`config.mk`:
```
export PLATFORM = sky130hd
export DESIGN_NAME = ddr3_req_scheduler
export DESIGN_NICKNAME = d
export VERILOG_FILES = /design/src/rtl/ddr3_req_scheduler.sv
export SDC_FILE = /design/constraint.sdc
export NUM_CORES = 1
export LEC_CHECK = 0
export ABC_CLOCK_PERIOD_IN_PS = 4000
export CELL_PAD_IN_SITES_DETAIL_PLACEMENT = 0
export CELL_PAD_IN_SITES_GLOBAL_PLACEMENT = 1
export CORE_ASPECT_RATIO = 1.25
export CORE_MARGIN = 2
export CORE_UTILIZATION = 35
export CTS_CLUSTER_SIZE = 10
export DETAILED_ROUTE_END_ITERATION = 16
export PLACE_DENSITY_LB_ADDON = 0.15
export SKIP_LAST_GASP = 1
export SYNTH_ARGS = -nofsm -noshare
export SYNTH_HDL_FRONTEND = slang
export SYNTH_SLANG_ARGS = --single-unit
```
`constraint.sdc`:
```
create_clock -name pclk -period 4 [get_ports pclk]
set_clock_uncertainty 0.2 [all_clocks]
set_input_delay 1 -clock pclk [delete_from_list [all_inputs] [get_ports pclk]]
set_output_delay 1 -clock pclk [all_outputs]
set_load 0.01 [all_outputs]
```
`src/rtl/ddr3_req_scheduler.sv`:
```
// rtl/ddr3_req_scheduler.sv - single-command request scheduler with owned refresh timer in front of ddr3_controller
// Optional feature macro: REFRESH_POSTPONE_EN (user traffic may postpone refresh until credit saturates)
module ddr3_req_scheduler #(
  parameter int REFRESH_CYCLES = 779,
  parameter int MAX_POSTPONE   = 8,
  parameter int RD_TIMEOUT     = 255
) (
  input  logic        pclk,
  input  logic        resetn,
  input  logic        req_valid,
  output logic        req_ready,
  input  logic        req_we,
  input  logic [25:0] req_addr,
  input  logic [15:0] req_wdata,
  output logic        rsp_valid,
  output logic [15:0] rsp_rdata,
  output logic        rsp_err,
  output logic        mc_rd,
  output logic        mc_wr,
  output logic        mc_refresh,
  output logic [25:0] mc_addr,
  output logic [15:0] mc_din,
  input  logic [15:0] mc_dout,
  input  logic        mc_data_ready,
  input  logic        mc_busy,
  output logic [3:0]  refresh_credit,
  output logic        refresh_overrun
);

  localparam int TW = $clog2(REFRESH_CYCLES);
  localparam int OW = $clog2(RD_TIMEOUT + 1);
  localparam logic [3:0]    CREDIT_MAX = 4'(MAX_POSTPONE);
  localparam logic [TW-1:0] TIMER_LAST = TW'(REFRESH_CYCLES - 1);
  localparam logic [OW-1:0] TMO_LAST   = OW'(RD_TIMEOUT - 1);

  typedef enum logic [1:0] {IDLE, ISSUE, WAIT_ACK, WAIT_DONE} state_t;

  state_t        state;
  logic [TW-1:0] timer;
  logic          tick;
  logic          refresh_sel;
  logic          refresh_go;
  logic          accept;
  logic          cmd_rd;   // command in flight is a read (needs a response)
  logic          rd_done;  // read response already produced (data or timeout)
  logic [OW-1:0] tmo;

  assign tick = (timer == TIMER_LAST);

`ifdef REFRESH_POSTPONE_EN
  assign refresh_sel = (refresh_credit != 4'd0) && (!req_valid || refresh_credit == CREDIT_MAX);
`else
  assign refresh_sel = (refresh_credit != 4'd0);
`endif

  // Reset gating keeps the handshake low while the block is held in reset.
  assign req_ready  = resetn && (state == IDLE) && !mc_busy && !refresh_sel;
  assign accept     = req_valid && req_ready;
  assign refresh_go = (state == IDLE) && !mc_busy && refresh_sel;

  // Free-running refresh interval timer; its wrap is the refresh tick.
  always_ff @(posedge pclk or negedge resetn) begin
    if (!resetn) begin
      timer <= '0;
    end else if (tick) begin
      timer <= '0;
    end else begin
      timer <= timer + 1'b1;
    end
  end

  // Refresh credit: ticks add, issued refreshes subtract, both together cancel.
  always_ff @(posedge pclk or negedge resetn) begin
    if (!resetn) begin
      refresh_credit  <= 4'd0;
      refresh_overrun <= 1'b0;
    end else begin
      if (tick && refresh_credit == CREDIT_MAX) begin
        refresh_overrun <= 1'b1;
      end
      if (tick && !refresh_go) begin
        if (refresh_credit != CREDIT_MAX) begin
          refresh_credit <= refresh_credit + 4'd1;
        end
      end else if (!tick && refresh_go) begin
        refresh_credit <= refresh_credit - 4'd1;
      end
    end
  end

  // Command FSM with registered controller pulses and read response.
  always_ff @(posedge pclk or negedge resetn) begin
    if (!resetn) begin
      state      <= IDLE;
      mc_rd      <= 1'b0;
      mc_wr      <= 1'b0;
      mc_refresh <= 1'b0;
      mc_addr    <= '0;
      mc_din     <= '0;
      cmd_rd     <= 1'b0;
      rd_done    <= 1'b0;
      tmo        <= '0;
      rsp_valid  <= 1'b0;
      rsp_rdata  <= '0;
      rsp_err    <= 1'b0;
    end else begin
      mc_rd      <= 1'b0;
      mc_wr      <= 1'b0;
      mc_refresh <= 1'b0;
      rsp_valid  <= 1'b0;
      rsp_err    <= 1'b0;
      case (state)
        IDLE: begin
          if (refresh_go) begin
            cmd_rd     <= 1'b0;
            mc_refresh <= 1'b1;
            state      <= ISSUE;
          end else if (accept) begin
            mc_addr <= req_addr;
            mc_din  <= req_wdata;
            cmd_rd  <= !req_we;
            mc_wr   <= req_we;
            mc_rd   <= !req_we;
            state   <= ISSUE;
          end
        end
        ISSUE: begin
          state <= WAIT_ACK;
        end
        WAIT_ACK: begin
          // Controller raises busy late, so this cycle never looks at it.
          tmo     <= '0;
          rd_done <= 1'b0;
          state   <= WAIT_DONE;
        end
        WAIT_DONE: begin
          if (cmd_rd && !rd_done) begin
            if (mc_data_ready) begin
              rsp_valid <= 1'b1;
              rsp_rdata <= mc_dout;
              rd_done   <= 1'b1;
            end else if (tmo == TMO_LAST) begin
              rsp_valid <= 1'b1;
              rsp_err   <= 1'b1;
              rsp_rdata <= '0;
              rd_done   <= 1'b1;
            end else begin
              tmo <= tmo + 1'b1;
            end
          end else if (!mc_busy) begin
            state <= IDLE;
          end
        end
        default: begin
          state <= IDLE;
        end
      endcase
    end
  end

endmodule

```
# After elaboration in Yosys (flattened, before gate mapping)
# Cells that the tools add are included.
[word_totals]
out_inout_bits = 69
ff_bits = 90
[classes]
reduce_logical = 29
mux = 36
n_addsub = 4
eq_ne = 15
bitwise_logic = 1
[ops]
columns = ["op", "n"]
rows = [
  ["two-way mux 16 bit", 2],
  ["two-way mux 8 bit", 3],
  ["two-way mux 1 bit", 20],
  ["one-hot mux 8 bit (2 select lines)", 1],
  ["two-way mux 4 bit", 3],
  ["AND reduction 3 bit", 4],
  ["adder 10 x 1 -> 10 bit, second input constant", 1],
  ["== test 10 bit, second input constant", 1],
  ["logical AND 1 bit", 10],
  ["two-way mux 10 bit", 1],
  ["!= test 2 bit, second input constant", 5],
  ["adder 8 x 1 -> 8 bit, second input constant", 1],
  ["== test 8 bit, second input constant", 1],
  ["two-way mux 2 bit", 4],
  ["one-hot mux 2 bit (4 select lines)", 1],
  ["nonzero test 2 bit", 4],
  ["zero test 1 bit", 6],
  ["!= test 3 bit, second input constant", 2],
  ["adder 4 x 1 -> 4 bit, second input constant", 1],
  ["== test 2 bit, second input constant", 2],
  ["== test 4 bit, second input constant", 1],
  ["!= test 4 bit, second input constant", 1],
  ["AND reduction 2 bit", 2],
  ["AND reduction 4 bit", 1],
  ["other kinds (7)", 7],
]

# Depth between registers and ports, before layout
[depth]
word_depth = 8
ltp_mapped = 11
depth_no_buf = 10

# Least setup slack after synthesis
# OpenSTA, ideal clock, no wires.
[synth_path]
kind = "register to register"
from = "register timer[0]"
to = "register refresh_credit[3]"
synth_period_minus_slack_ns = 3.125
arrival_ns = 2.854
path_stages_with_launch = 12
path_buffers = 1
slack_ns = 0.875
required_ns = 3.729
cell_sequence = "dfrtp_1 inv_1 ha_1 or3b_2 nor4_4 clkbuf_1 nand2_1 ha_1 a21o_1 a21o_1 or4_1 nand4_1"
[synth_via]
elab_chain_len = 5
[synth_lines]
columns = ["element", "line", "rtl"]
rows = [
  ["start, declared", "39", "logic [TW-1:0] timer;"],
  ["start signal, assigned", "68", "timer <= timer + 1'b1;"],
  ["== test 10 bit *", "48", "assign tick = (timer == TIMER_LAST);"],
  ["zero test 1 bit", "85", "end else if (!tick && refresh_go) begin"],
  ["logical AND 1 bit", "85", ""],
  ["nonzero test 2 bit (no line)", "-", ""],
  ["AND reduction 2 bit (no line)", "-", ""],
  ["end signal, assigned", "83", "refresh_credit <= refresh_credit + 4'd1;"],
  ["end signal, assigned", "86", "refresh_credit <= refresh_credit - 4'd1;"],
  ["end, declared", "26", "output logic [3:0] refresh_credit,"],
]
# Mark *: on every way between the ends. The rest lies on a longest branch, timed or not.
# A chain may end at the register's enable or synchronous reset.

# Final worst setup path
[layout_path]
from = "input mc_busy"
to = "output req_ready"
[layout_via]
elab_chain_len = 3
[layout_lines]
columns = ["element", "line", "rtl"]
rows = [
  ["start, declared", "25", "input logic mc_busy,"],
  ["zero test 1 bit", "-", ""],
  ["logical AND 1 bit (2 in series)", "57", "assign req_ready = resetn && (state == IDLE) && !mc_busy && !refresh_sel;"],
  ["end, declared", "11", "output logic req_ready,"],
]
# No other way between the ends.

==> reports/summary.md <==
Share of the cycle needed by the critical path after routing: 88.8%. The number of detailed-route iterations in the first pass was 4; the sum of internal, switching and leakage power was 3640 uW. The critical path starts at mc_busy. The run gives 38.3% as the part of the total power dissipated in sequential elements.

The endpoint of the lowest-slack register-to-register path is refresh_credit[3]. The fraction of power spent switching nets was 28.1%. STA puts the critical path data arrival time at 2350 ps. Sequential cells were found to cover 59.4% of the synthesized design area. TritonCTS created 9 clock buffers. The largest area contributor in the synthesized netlist was dfrtp_1. The overall via count from detail_route is 2707, and the area growth from synthesis to layout is 47.0%.

Max-slew violation total from the final report: 0. For this design the total switching power over the nets is 1030 uW. The internal power of the cells totals 2620 uW. The maximum clock rate was 0.281 GHz; the endpoint required time on the critical path was 2800 ps. The library cells used most frequently in the layout, excluding fill and tap cells, are clkdlybuf4s50_1 (131), dfrtp_1 (90), mux2_2 (44), a22o_1 (16), nor2_1 (14).

Sorting the synthesized cells by area gives the leading types as dfrtp_1 (59%), mux2_2 (13%), a22o_1 (3.7%). The root cell of the clock tree is clkbuf_16. Overall die area: 0.0117 mm2.

Top cell type's share of synthesized area: 59.4%. The reg-to-reg startpoint is timer[0]. The number of synthesized register bits was 90.

Synthesis produced a netlist whose cell count is 280. In the final layout, flip-flops and latches occupy 0.00225 mm2. The most critical setup path has its endpoint at req_ready.

The region available for standard cell placement spans 0.0106 mm2. Per report_power, the clock group accounts for 25.0% of the total. The tools report the total standard cell area after synthesis as 0.00379 mm2. The setup violation total in the final timing report is 0. The wire length after detailed routing is 8490 um, and the register clock-pin slew on the reported worst setup and hold paths is 60 ps.

Once detail routing completed, the nets flagged for antenna violations numbered 0. The run gives 0 as the initial antenna violation count. The H-tree was split into 3 levels. After layout, the worst setup slack is 446 ps. The run gives 42 as the cell row count. On the critical path the largest part of the delay comes from buffers and inverters. For the number of buffers inserted for hold repair after clock tree synthesis, the log shows 0. The tools report the number of nets in the synthesized netlist as 355. Cell repeated most along the worst path: clkdlybuf4s50_1.

The tools report the final-report hold violation count as 0. For this design, the sink count on the clock tree is 90. The flow ran to the end, and the final reports show no timing, DRC or antenna violations. The count of distinct cell types in the synthesized netlist came out at 38.

Post-CTS timing repair inserted 0 buffers for setup. For this run, the total global-route usage over all layers was measured as 14.9%. The run gives 0.00524 mm2 as the post-detailed-placement cell area.

For the number of DRC markers in iteration 0, the log shows 98. In this run the number of cells on the critical path is 4. No sink is reached through more buffers than the 2 on the longest clock path.

For this run, the number of Yosys warnings is 0. With fillers left out, the area of the finished cells amounts to 0.00557 mm2. The multi-input logic area came out at 0.00144 mm2.

Setup repair after global routing left no endpoint under its margin. The setup TNS after final layout was 0 ps. The slew at the pin closest to its max-slew limit was 974 ps; the via count of the first global-routing pass was 2698. Max-cap violations in this run came to 0. After detailed routing, the average wire length per cell comes to 15.3 um.

The critical path in this run is classified as primary input to primary output. The static leakage power is 0.00242 uW, and the cell depth of the worst min-delay path is 1. The floorplan die width is 97.1 um, and the number of gates given a new drive strength after cts is 0.

Type of origin of the critical path: a primary input. The min-delay analysis places its worst path in the category flop to flop. The number of I/O pins came out at 133. The final layout contains 494 nets.

The run gives 0 as the final routed DRC violation total. The number of fillers in the final layout was 940. Measured against its own limit, the worst slew margin works out to 35.0%. The cell area power density works out to 654 mW/mm2.

For the post-placement setup slack, the log shows 453 ps. Routability-driven placement finished with a final weighted congestion of 0.754. TritonCTS built the clock tree. Once detailed placement completed, the half-perimeter wirelength came to 6200 um.

Cell with the largest stage delay on the worst path: clkdlybuf4s50_1. For the worst-skew pair, the clock arrives at the later sink with an insertion delay of 340 ps. Buffers placed on the I/O ports in this run total 132. 0 antenna diodes ended up in the layout. For this configuration, the core starts out at a cell density of 35.9%. Leaving out fill and tap cells, the most frequent cell in the layout is clkdlybuf4s50_1. Detail-routed via count per cell: 4.87. The worst IR drop on VDD is 0.236 mV, and the synthesized area divided by synthesized cell count is 13.5 um2.

Along the worst path, the maximum fanout reaches 4. After layout, the minimum clock period comes to 3550 ps. The global-route wire length before repair was 13800 um.

Measured along the y axis, the die boundary spans 120 um. The critical path contains buffers and inverters numbering 2 combined. Setup slack on the worst reg-to-reg path comes out at 920 ps.

Global routing finished with a remaining overflow of 0. Entering global routing, the biggest net connects 80 pins. The share of cells above drive strength 1 was 16.7%. The critical path goes through clkdlybuf4s50_1 -> nor2b_1 -> and3_1 -> clkdlybuf4s50_1.

The worst setup path is captured at a primary output. The depth of the most critical reg-to-reg path was 11. The relative contribution of combinational cells to total power is 36.7%. In this design, the stage delay of the slowest critical-path cell is 530 ps.
-- synthesized netlist by cell type --
library cell / instances
nand4b_1: 2
a22o_1: 16
or4_4: 1
or4_1: 1
and2_1: 3
nand2b_1: 2
nand2_1: 7
or3_1: 3
or3b_2: 1
nand4_1: 4
buf_1: 1
dfrtp_1: 90
nor3_1: 2
nor2b_1: 3
a31o_2: 1
xnor2_1: 8
a21o_1: 2
ha_1: 10
o211ai_1: 4
clkbuf_1: 3
nor4_1: 3
mux2i_1: 3
a211o_1: 1
inv_1: 10
o2bb2ai_1: 1
nor4_4: 1
o21ai_0: 8
buf_6: 4
xor2_1: 6
o2111ai_1: 1
nor3_4: 1
and4bb_2: 1
fa_1: 1
a21oi_1: 5
and3_1: 3
nor2_1: 14
nand3_1: 9
mux2_2: 44
-- sequential cells by signal, indices dropped and copies added (netlist names) --
name and flops:
tmo 8, rsp_valid 1, mc_din 16, rsp_err 1, rd_done 1, mc_refresh 1, state 2, mc_addr 26
mc_wr 1, timer 10, refresh_overrun 1, refresh_credit 4, rsp_rdata 16, cmd_rd 1, mc_rd 1
-- cell families after synthesis --
logic type | count (synthesis) | synth area share (%)
flip-flops | 90 | 59.4
AND/OR/NAND/NOR | 61 | 9.51
multiplexers | 47 | 13.9
AO/OA/AOI/OAI | 39 | 7.53
buffers and inverters | 18 | 2.58
XOR/XNOR | 14 | 3.24
adder cells (fa/ha/maj) | 11 | 3.83
-- how the worst min path moves through the flow --
stage | start | end | slack [ps]
after floorplan | timer[7] | timer[7] | 260
after global placement | refresh_overrun | refresh_overrun | 260
after detailed placement | refresh_overrun | refresh_overrun | 260
after CTS | refresh_overrun | refresh_overrun | 280
after global routing | resetn | refresh_credit[2] | 300
final | refresh_overrun | refresh_overrun | 280
-- through the flow --
step | std cells | util [%] | hold slack, ps
floorplan | 280 | - | 259
global placement | 540 | 49.6 | 259
detailed placement | 540 | 49.6 | 259
CTS | 556 | 52.7 | 278
global route | 556 | 52.7 | 301
finish | 556 | 52.7 | 275
-- routing by layer --
layer,part of all wire [%],up-vias,GRT usage (%)
met5,0,-,0
met4,2.1,0,6.69
met3,4.8,11,3.12
met2,49,77,24.3
met1,44,1334,19.1
li1,-,1285,-
-- cell type report --
type,instances,share of cell area (%)
clock buffers,9,4.04
clock inverters,7,1.82
inverters,10,0.674
multi-input cells,172,25.8
flip-flops and latches,90,40.4
well taps,132,2.97
repair buffers,136,24.2
-- power groups by stage --
stage	combinational [uW]	sequential (uW)	clock [uW]
2_1_floorplan	434	1550	0
3_3_place_gp	1340	1400	0
3_5_place_dp	1360	1410	0
4_1_cts	1360	1400	938
5_1_grt	1430	1440	973
6_report	1340	1400	911
No activity file was read; power rests on OpenSTA's default activity.
